--- config.mk ---
export PLATFORM = sky130hd
export DESIGN_NAME = shift_tap_accum
export DESIGN_NICKNAME = d
export VERILOG_FILES = /design/src/rtl/shift_tap_accum.sv
export SDC_FILE = /design/constraint.sdc
export NUM_CORES = 1
export LEC_CHECK = 0
export CAP_MARGIN = 10
export CORE_MARGIN = 2
export CORE_UTILIZATION = 35
export CTS_BUF_LIST = sky130_fd_sc_hd__clkbuf_4
export DETAILED_ROUTE_END_ITERATION = 6
export PLACE_DENSITY = 0.69
export SYNTH_ARGS = -nofsm -noshare
export SYNTH_HDL_FRONTEND = slang
export SYNTH_SLANG_ARGS = --single-unit
--- constraint.sdc ---
create_clock -name clk -period 4.6 [get_ports clk]
set_input_delay 1.15 -clock clk [delete_from_list [all_inputs] [get_ports clk]]
set_output_delay 1.15 -clock clk [all_outputs]
set_load 0.005 [all_outputs]
--- src/rtl/shift_tap_accum.sv ---
// Fill/run controller for an external 8x64 tapped shift register.
// Sums the four taps once per accepted sample after the window is full.
module shift_tap_accum #(
    parameter int DATA_W = 8,
    parameter int DEPTH  = 64
) (
    input  logic              clk,
    input  logic              rst_n,
    input  logic              clear,
    input  logic              in_valid,
    input  logic [DATA_W-1:0] in_data,
    output logic              in_ready,
    output logic              shift,
    output logic [DATA_W-1:0] sr_in,
    input  logic [DATA_W-1:0] sr_tap_one,
    input  logic [DATA_W-1:0] sr_tap_two,
    input  logic [DATA_W-1:0] sr_tap_three,
    input  logic [DATA_W-1:0] sr_out,
    output logic              out_valid,
    input  logic              out_ready,
    output logic [DATA_W+1:0] out_sum,
    output logic [DATA_W-1:0] out_avg,
    output logic              primed
);

    localparam int CNT_W = (DEPTH > 1) ? $clog2(DEPTH) : 1;

    typedef enum logic {
        FILL,
        RUN
    } state_t;

    state_t            state;
    state_t            state_nxt;
    logic [CNT_W-1:0]  fill_cnt;
    logic [CNT_W-1:0]  fill_cnt_nxt;
    logic              pending;
    logic              pending_nxt;
    logic              load;
    logic [DATA_W+1:0] tap_sum;

    assign sr_in  = in_data;
    assign primed = (state == RUN);

    assign tap_sum = (DATA_W+2)'(sr_tap_one)
                   + (DATA_W+2)'(sr_tap_two)
                   + (DATA_W+2)'(sr_tap_three)
                   + (DATA_W+2)'(sr_out);

    always_comb begin
        in_ready     = 1'b0;
        state_nxt    = state;
        fill_cnt_nxt = fill_cnt;
        pending_nxt  = pending;
        if (rst_n) begin
            if (state == FILL) begin
                in_ready = 1'b1;
            end else begin
                in_ready = ~pending & (~out_valid | out_ready);
            end
        end
        shift = in_valid & in_ready & ~clear;
        load  = pending & (~out_valid | out_ready);
        if (clear) begin
            state_nxt    = FILL;
            fill_cnt_nxt = '0;
            pending_nxt  = 1'b0;
        end else begin
            if (load) begin
                pending_nxt = 1'b0;
            end
            if (shift) begin
                unique case (state)
                    FILL: begin
                        if (fill_cnt == CNT_W'(DEPTH - 1)) begin
                            state_nxt    = RUN;
                            fill_cnt_nxt = '0;
                            pending_nxt  = 1'b1;
                        end else begin
                            fill_cnt_nxt = fill_cnt + 1'b1;
                        end
                    end
                    RUN: begin
                        pending_nxt = 1'b1;
                    end
                    default: ;
                endcase
            end
        end
    end

    always_ff @(posedge clk) begin
        if (!rst_n) begin
            state    <= FILL;
            fill_cnt <= '0;
            pending  <= 1'b0;
        end else begin
            state    <= state_nxt;
            fill_cnt <= fill_cnt_nxt;
            pending  <= pending_nxt;
        end
    end

    // Result registers hold across clear; only reset zeroes them.
    always_ff @(posedge clk) begin
        if (!rst_n) begin
            out_valid <= 1'b0;
            out_sum   <= '0;
            out_avg   <= '0;
        end else if (clear) begin
            out_valid <= 1'b0;
        end else if (load) begin
            out_valid <= 1'b1;
            out_sum   <= tap_sum;
            out_avg   <= tap_sum[DATA_W+1:2];
        end else if (out_valid && out_ready) begin
            out_valid <= 1'b0;
        end
    end

endmodule

Word-level counts from Yosys, hierarchy flattened. Index checks and enable logic that the tools add are counted.

Output and inout port bits: 30. Flip-flop bits (word level): 27.

Reductions and logical operators: 5. Eq/ne operators: 1. Bitwise gates (word level): 10. $add $sub $neg: 4. Muxes and demuxes: 11.

Operators with widths (count): $add 10x8->10 (1); $add 9x8->10 (1); $add 8x8->9 (1); $mux 1 (9); $add 6x1->6 const B (1); $eq 6x6->1 const B (1); $mux 6 (1); $not 1->1 (5); $and 1x1->1 (4); $reduce_and 2->1 (2); $pmux 1 s2 (1); $reduce_bool 2->1 (1); $reduce_or 2->1 (1); $logic_and 1x1->1 (1); $or 1x1->1 (1).

Longest topological paths before layout. Gate-level depths: netlist of run 1.

Word-level depth: 8. Depth in mapped cells: 10.

Worst setup path after synthesis of run 1. OpenSTA, ideal clock, no wires.

Path kind: input -> register. Start point: in sr_tap_one[1]. End point: reg out_sum[7]. Cell stages on the path: 10. Arrival time: 3.614 ns. Path slack: 0.924 ns. Buffers on the path: 0. Required time: 4.538 ns. Cells stage by stage: inv_1 -> fa_1 -> inv_1 -> fa_1 -> ha_1 -> fa_1 -> a211oi_1 -> o21ai_1 -> a211o_1 -> nand3_1.

Cells in the longest elaborated chain, start to end: 3.

Ends and longest elaborated chain: from (decl) (line 15) `input logic [DATA_W-1:0] sr_tap_one,`; $add 8x8->9 (line 46) `+ (DATA_W+2)'(sr_tap_two)`; $add 9x8->10 (line 47) `+ (DATA_W+2)'(sr_tap_three)`; $add 10x8->10 (line 48) `+ (DATA_W+2)'(sr_out);`; to (signal assigned) (line 114) `out_sum <= tap_sum;`; to (decl) (line 21) `output logic [DATA_W+1:0] out_sum,`.

Every way passes these cells. A chain may end at the register's enable or synchronous reset.

Final worst setup path of run 1. Ends and elaborated chain as after synthesis.

==> metrics.md, run 1 <==
| Metric | Value |
|---|---|
| N_diodes | `0` |
| Via count | `1465` |
| Initial Util | `0.3600` |
| Post-cts gate resize count | `0` |
| Post-synthesis cell count | `195` |
| Leading cell types by total area after synthesis | `dfxtp_1 (23%), fa_1 (19%), ha_1 (7.4%)` |
| I/O Buffers | `between 50 and 60` |
| Hold Crit Depth | `2` |
| Worst stage delay on the critical path | `about 0.54 ns` |
| Largest net degree at the start of global routing | `15` |
| Synth warn | `0` |
| Sum of negative setup slack | `0 ns` |
| Die W | `73.47 µm` |
| H-tree depth | `1` |
| Wire per inst | `11.70 µm` |
| Hold Vio Cnt, Final | `0` |
| Global-route wire length before repair | `5844 µm` |
| Leakage | `0.9346 nW` |
| Vias per cell | `between 5 and 6` |
| Area growth, synth to finish | `31.93%` |
| Final net count | `between 300 and 400` |
| R2R cell count | `4` |
| Max Buffers Root-to-Sink | `2` |
| CP max-delay cell | `fa_1` |
| Post-CTS Hold Buffers | `0` |
| Post-CTS Setup Inserts | `0` |
| Worst-path fanout max | `3` |
| Min-Delay Path Class | `reg -> reg` |
| Dpl hpwl | `2840 µm` |
| Fmax | `247.9 MHz` |
| Critical-path cell list | `clkdlybuf4s50_1 -> inv_1 -> fa_1 -> inv_1 -> fa_1 -> ha_1 -> fa_1 -> a211oi_1 -> o21ai_1 -> a211o_1 -> nand3_1` |
| Final min period | `4.035 ns` |
| Slew Viols, Final | `0` |
| Worst-Skew Late Latency | `0.29 ns` |
| Type of origin of the critical path | `input port` |
| Die area | `~5400 µm²` |
| Post-synthesis instance area | `1689 µm²` |
| Cell Rows | `25` |
| Crit path DAT | `about 4.3 ns` |
| CTS tree | `built` |
| Async set or reset register ratio after synthesis | `0` |
| GRT overflow | `0` |
| Vias in the first global route | `1387` |
| Status | `finished clean` |
| Worst path bufs/invs | `3` |
| Synth area leader | `dfxtp_1` |
| PwrDens | `between 200 and 250 nW/µm²` |
| Drt drc | `0` |
| Antenna viol nets, final | `0` |
| Period utilisation layout | `0.8771` |
| Crit. End Element | `register` |
| Post-Place Setup Slack | `0.2754 ns` |
| Post-synthesis register bit count | `19` |
| Final setup violation count | `0` |
| Required time worst endpoint | `4.85 ns` |
| Net Count, Synth | `266` |
| DIE HEIGHT | `73.47 µm` |
| TritonCTS sink count | `19` |
| Core area | `roughly 4700 µm²` |
| Cell count along the critical path | `11` |
| Slew margin rel. | `0.6794` |
| RSZ-0062 raised after global routing | `no` |
| I/O Pins | `75` |
| Share of layout cells above drive strength 1 | `0.05042` |
| Worst-margin pin slew | `0.4803 ns` |
| Post-synth top area share | `0.2252` |
| Detailed Route Iter0 Violations | `80` |
| Sequential-to-total area share from yosys stat | `0.2252` |
| Total power | `0.4854 mW` |
| Cell variety after synth | `between 40 and 50` |
| Initial antenna violation count | `0` |
| Worst-path clk slew | `between 0.1 and 0.15 ns` |
| First drt pass iteration count | `5` |
| Mean post-synth cell area | `roughly 8.7 µm²` |
| Worst vdd ir | `0.07719 mV` |
| Root Buffer | `clkbuf_4` |
| Inserted Clock Buffers | `3` |
| Top_reg_cell synth | `dfxtp_1` |
| Crit path setup slack, layout | `between 0.5 and 0.6 ns` |
| Cell mode on critical path | `fa_1` |
| Post-synth EDFFs | `0` |
| Total GRT Usage | `0.1357` |
| Total Wirelength | `3415 µm` |
| Skew final | `about 0.0022 ns` |
| Final GP Congestion | `0.8134` |
| Max_cap viols | `0` |
| WS Path Type | `in -> reg` |
| Worst path top cell family by delay | `adder cells` |
## stage by stage
stage / area, µm² / instances / hold WS (ns) / utilization
global route: 2228 / 292 / 0.4926 / 0.4749
global placement: 2201 / 288 / 0.4437 / 0.4691
CTS: 2228 / 292 / 0.4789 / 0.4749
floorplan: 1689 / 195 / 0.4527 / -
detailed placement: 2201 / 288 / 0.4628 / 0.4691
finish: 2228 / 292 / 0.4748 / 0.4749
## report_power, final
| group | switching, mW | total [mW] | internal [mW] |
|---|---|---|---|
| Clock | 0.0518 | 0.0842 | 0.0324 |
| Sequential | 0.000472 | 0.165 | 0.165 |
| Combinational | 0.123 | 0.236 | 0.113 |
| Total | 0.175 | 0.485 | 0.310 |
## Yosys cell counts, drive strengths merged (4+ instances only)
cell type  count
buf           18
a21oi         10
nand2         21
fa            16
o211ai         4
dfxtp         19
ha            10
o21ai          8
inv           31
nand3          6
a211o          4
nor2          10
## worst register-to-register path, delay by kind of cell (launching register included)
family             cells  cell delay [ns]
AOI/OAI and AO/OA      1             0.14
DFF                    1             0.33
and+or+nand+nor        3             0.95
## sequential cells by signal (all words and copies together), names as in the netlist
name,cells
out_sum,10
fill_cnt,6
primed,1
pending,1
out_valid,1
## cell families (layout without fill, tap and decap cells)
group           Yosys count  count (layout)  share of synthesized area
flops                    19              19                     0.2252
compound gates           39              39                     0.1629
xor+xnor                  3               3                    0.01556
buf+inv                  51              94                     0.1541
fa+ha+maj                26              26                     0.2637
simple gates             56              56                     0.1719
mux                       1               1                   0.006666
## cell type report
type / instances / area (µm²)
well taps: 54 / 67.56
clock inverters: 1 / 5.005
fillers: 471 / 2464
flip-flops and latches: 19 / 380.4
clock buffers: 3 / 22.52
inverters: 31 / 116.4
multi-input cells: 125 / 1049
repair buffers: 59 / 588.1
## cell usage in the layout, fill, tap and decap left out, drive strengths merged
| master | instances |
|---|---|
| mux2 | 1 |
| or2 | 1 |
| nand3 | 6 |
| clkinv | 1 |
| nand3b | 2 |
| or3 | 3 |
| clkdlybuf4s50 | 58 |
| xnor2 | 1 |
| a21oi | 10 |
| o311a | 1 |
| and2 | 1 |
| nor2b | 2 |
| o21ai | 8 |
| a31oi | 2 |
| a2111o | 1 |
| dfxtp | 19 |
| nor3 | 2 |
| o21bai | 1 |
| or3b | 1 |
| fa | 16 |
| a211o | 4 |
| nand4 | 1 |
| nand2 | 21 |
| a221oi | 1 |
| nand2b | 2 |
| a211oi | 3 |
| a311oi | 1 |
| nor3b | 1 |
| ha | 10 |
| o211ai | 4 |
| nor2 | 10 |
| o2111ai | 1 |
| clkbuf | 3 |
| a21o | 2 |
| and3 | 3 |
| buf | 1 |
| inv | 31 |
| xor2 | 2 |
## routing by layer
metal / GRT usage / part of all wire
met5: 0 / 0
met4: 0.03030 / 0.013
met3: 0.03429 / 0.078
met2: 0.2371 / 0.49
met1: 0.1672 / 0.41
## worst paths after layout
check | startpoint | endpoint | slack [ns]
worst max register to register | out_valid | out_sum[6] | 3.12
worst min register to register | out_sum[1] | out_sum[1] | 0.47
worst max-delay path | sr_tap_one[1] | out_sum[7] | 0.57
worst min-delay path | out_sum[1] | out_sum[1] | 0.47
Power figures use the tool's default switching activity.
==> run 2, diff against run 1 <==
Settings changed: CORE_ASPECT_RATIO from default to 0.9, CTS_CLUSTER_SIZE from default to 14.
==> metrics.md, run 2 (synthesized netlist as in run 1, its figures left out) <==
| Metric | Value |
|---|---|
| Skew final | `0.005930 ns` |
| Antenna viol nets, final | `0` |
| Period utilisation layout | `0.8790` |
| DIE HEIGHT | `69.91 µm` |
| RSZ-0062 raised after global routing | `no` |
| Slew margin rel. | `0.7017` |
| Placed instance area | `2211 µm²` |
| Worst vdd ir | `about 0.094 mV` |
| Worst-path clk slew | `0.11 ns` |
| Via count | `between 1000 and 1500` |
| Crit path DAT | `4.29 ns` |
| Max_cap viols | `0` |
| Max reg flops | `10` |
| Wire per inst | `11.48 µm` |
| I/O Buffers | `58` |
| H-tree depth | `1` |
| Total GRT Usage | `0.1378` |
| I/O Pins | `75` |
| Hold Vio Cnt, Final | `0` |
| Final net count | `310` |
| Share of layout cells above drive strength 1 | `0.05042` |
| Type of origin of the critical path | `input port` |
| Final Instance Area | `2238 µm²` |
| Root Buffer | `clkbuf_4` |
| Worst-margin pin slew | `roughly 0.45 ns` |
| Top Registers | `out_sum: 10 flops, fill_cnt: 6 flops` |
| Post-cts gate resize count | `0` |
| Area growth, synth to finish | `32.52%` |
| Largest net degree at the start of global routing | `15` |
| Largest register by flop count | `out_sum` |
| Detailed Route Iter0 Violations | `53` |
| Post-CTS Setup Inserts | `0` |
| CTS tree | `built` |
| Min-Delay Path Class | `reg -> reg` |
| Required time worst endpoint | `between 4 and 5 ns` |
| Vias per cell | `around 4.8` |
| Core area | `4547 µm²` |
| Most common cell after layout, fill and taps aside | `clkdlybuf4s50_1` |
| Dpl hpwl | `2873 µm` |
| Total power | `0.4869 mW` |
| Final min period | `4.043 ns` |
| Final setup violation count | `0` |
| Most frequent cells in the layout | `clkdlybuf4s50_1 (58), inv_1 (30), nand2_1 (21)` |
| Slew Viols, Final | `0` |
| Crit. End Element | `register` |
| Fmax | `~250 MHz` |
| Status | `finished clean` |
| PwrDens | `217.5 nW/µm²` |
| Drt drc | `0` |
| Inserted Clock Buffers | `3` |
| Die area | `about 5400 µm²` |
| Vias in the first global route | `1404` |
| Global-route wire length before repair | `6127 µm` |
| Leakage | `0.9346 nW` |
| TritonCTS sink count | `19` |
| Initial Util | `0.3715` |
| GRT overflow | `0` |
| Total Wirelength | `3443 µm` |
| Worst-Skew Late Latency | `0.30 ns` |
| Sum of negative setup slack | `0 ns` |
| FILL cells | `476` |
| Max Buffers Root-to-Sink | `2` |
| Post-CTS Hold Buffers | `0` |
| Worst-path fanout max | `3` |
| Final GP Congestion | `0.8020` |
| Cell Rows | `23` |
| N_diodes | `0` |
| Die W | `between 70 and 80 µm` |
| Initial antenna violation count | `0` |
| WS Path Type | `in -> reg` |
| First drt pass iteration count | `4` |
run 2: where the power goes:
group / internal (mW) / switching [mW] / total [mW]
Combinational: 0.113 / 0.123 / 0.236
Clock: 0.0324 / 0.0525 / 0.0849
Sequential: 0.165 / 0.000474 / 0.165
run 2: cell type report:
| class | instances | area, µm² | area share |
|---|---|---|---|
| Clock inverter | 1 | 5.005 | 0.002236 |
| Inverter | 31 | 116.4 | 0.05198 |
| Sequential cell | 19 | 380.4 | 0.1699 |
| Timing Repair Buffer | 59 | 588.1 | 0.2627 |
| Clock buffer | 3 | 22.52 | 0.01006 |
| Tap cell | 62 | 77.57 | 0.03466 |
| Multi-Input combinational cell | 125 | 1049 | 0.4684 |
run 2: path summary, 6_finish.rpt:
check / start / endpoint / slack, ns / cells past startpoint
worst min-delay path: out_sum[1] / out_sum[1] / 0.46 / 2
worst max register to register: out_valid / out_sum[8] / 3.12 / 4
worst max-delay path: sr_tap_one[1] / out_sum[7] / 0.56 / 11
worst min register to register: out_sum[1] / out_sum[1] / 0.46 / 2
run 2: metal layers:
layer / vias up / track usage / share of wire
li1: 719 / - / -
met2: 49 / 0.2435 / 0.47
met1: 661 / 0.1624 / 0.44
met3: 4 / 0.04522 / 0.079
met5: - / 0 / 0
met4: 0 / 0.02976 / 0.0073
run 2: worst max-delay path, stage by stage:
cell	delay, ns
clkdlybuf4s50_1	0.46
inv_1	0.05
fa_1	0.53
inv_1	0.05
fa_1	0.46
ha_1	0.27
fa_1	0.43
a211oi_1	0.33
o21ai_1	0.17
a211o_1	0.31
nand3_1	0.08
run 2: metrics by stage:
step	util	cells	hold slack (ns)	setup WS, ns
after global placement	0.4862	296	0.4446	0.3328
final	0.4923	300	0.4622	0.5566
after floorplan	-	195	0.4527	0.9243
after CTS	0.4923	300	0.4651	0.5709
after detailed placement	0.4862	296	0.4491	0.2720
after global routing	0.4923	300	0.4836	0.4322
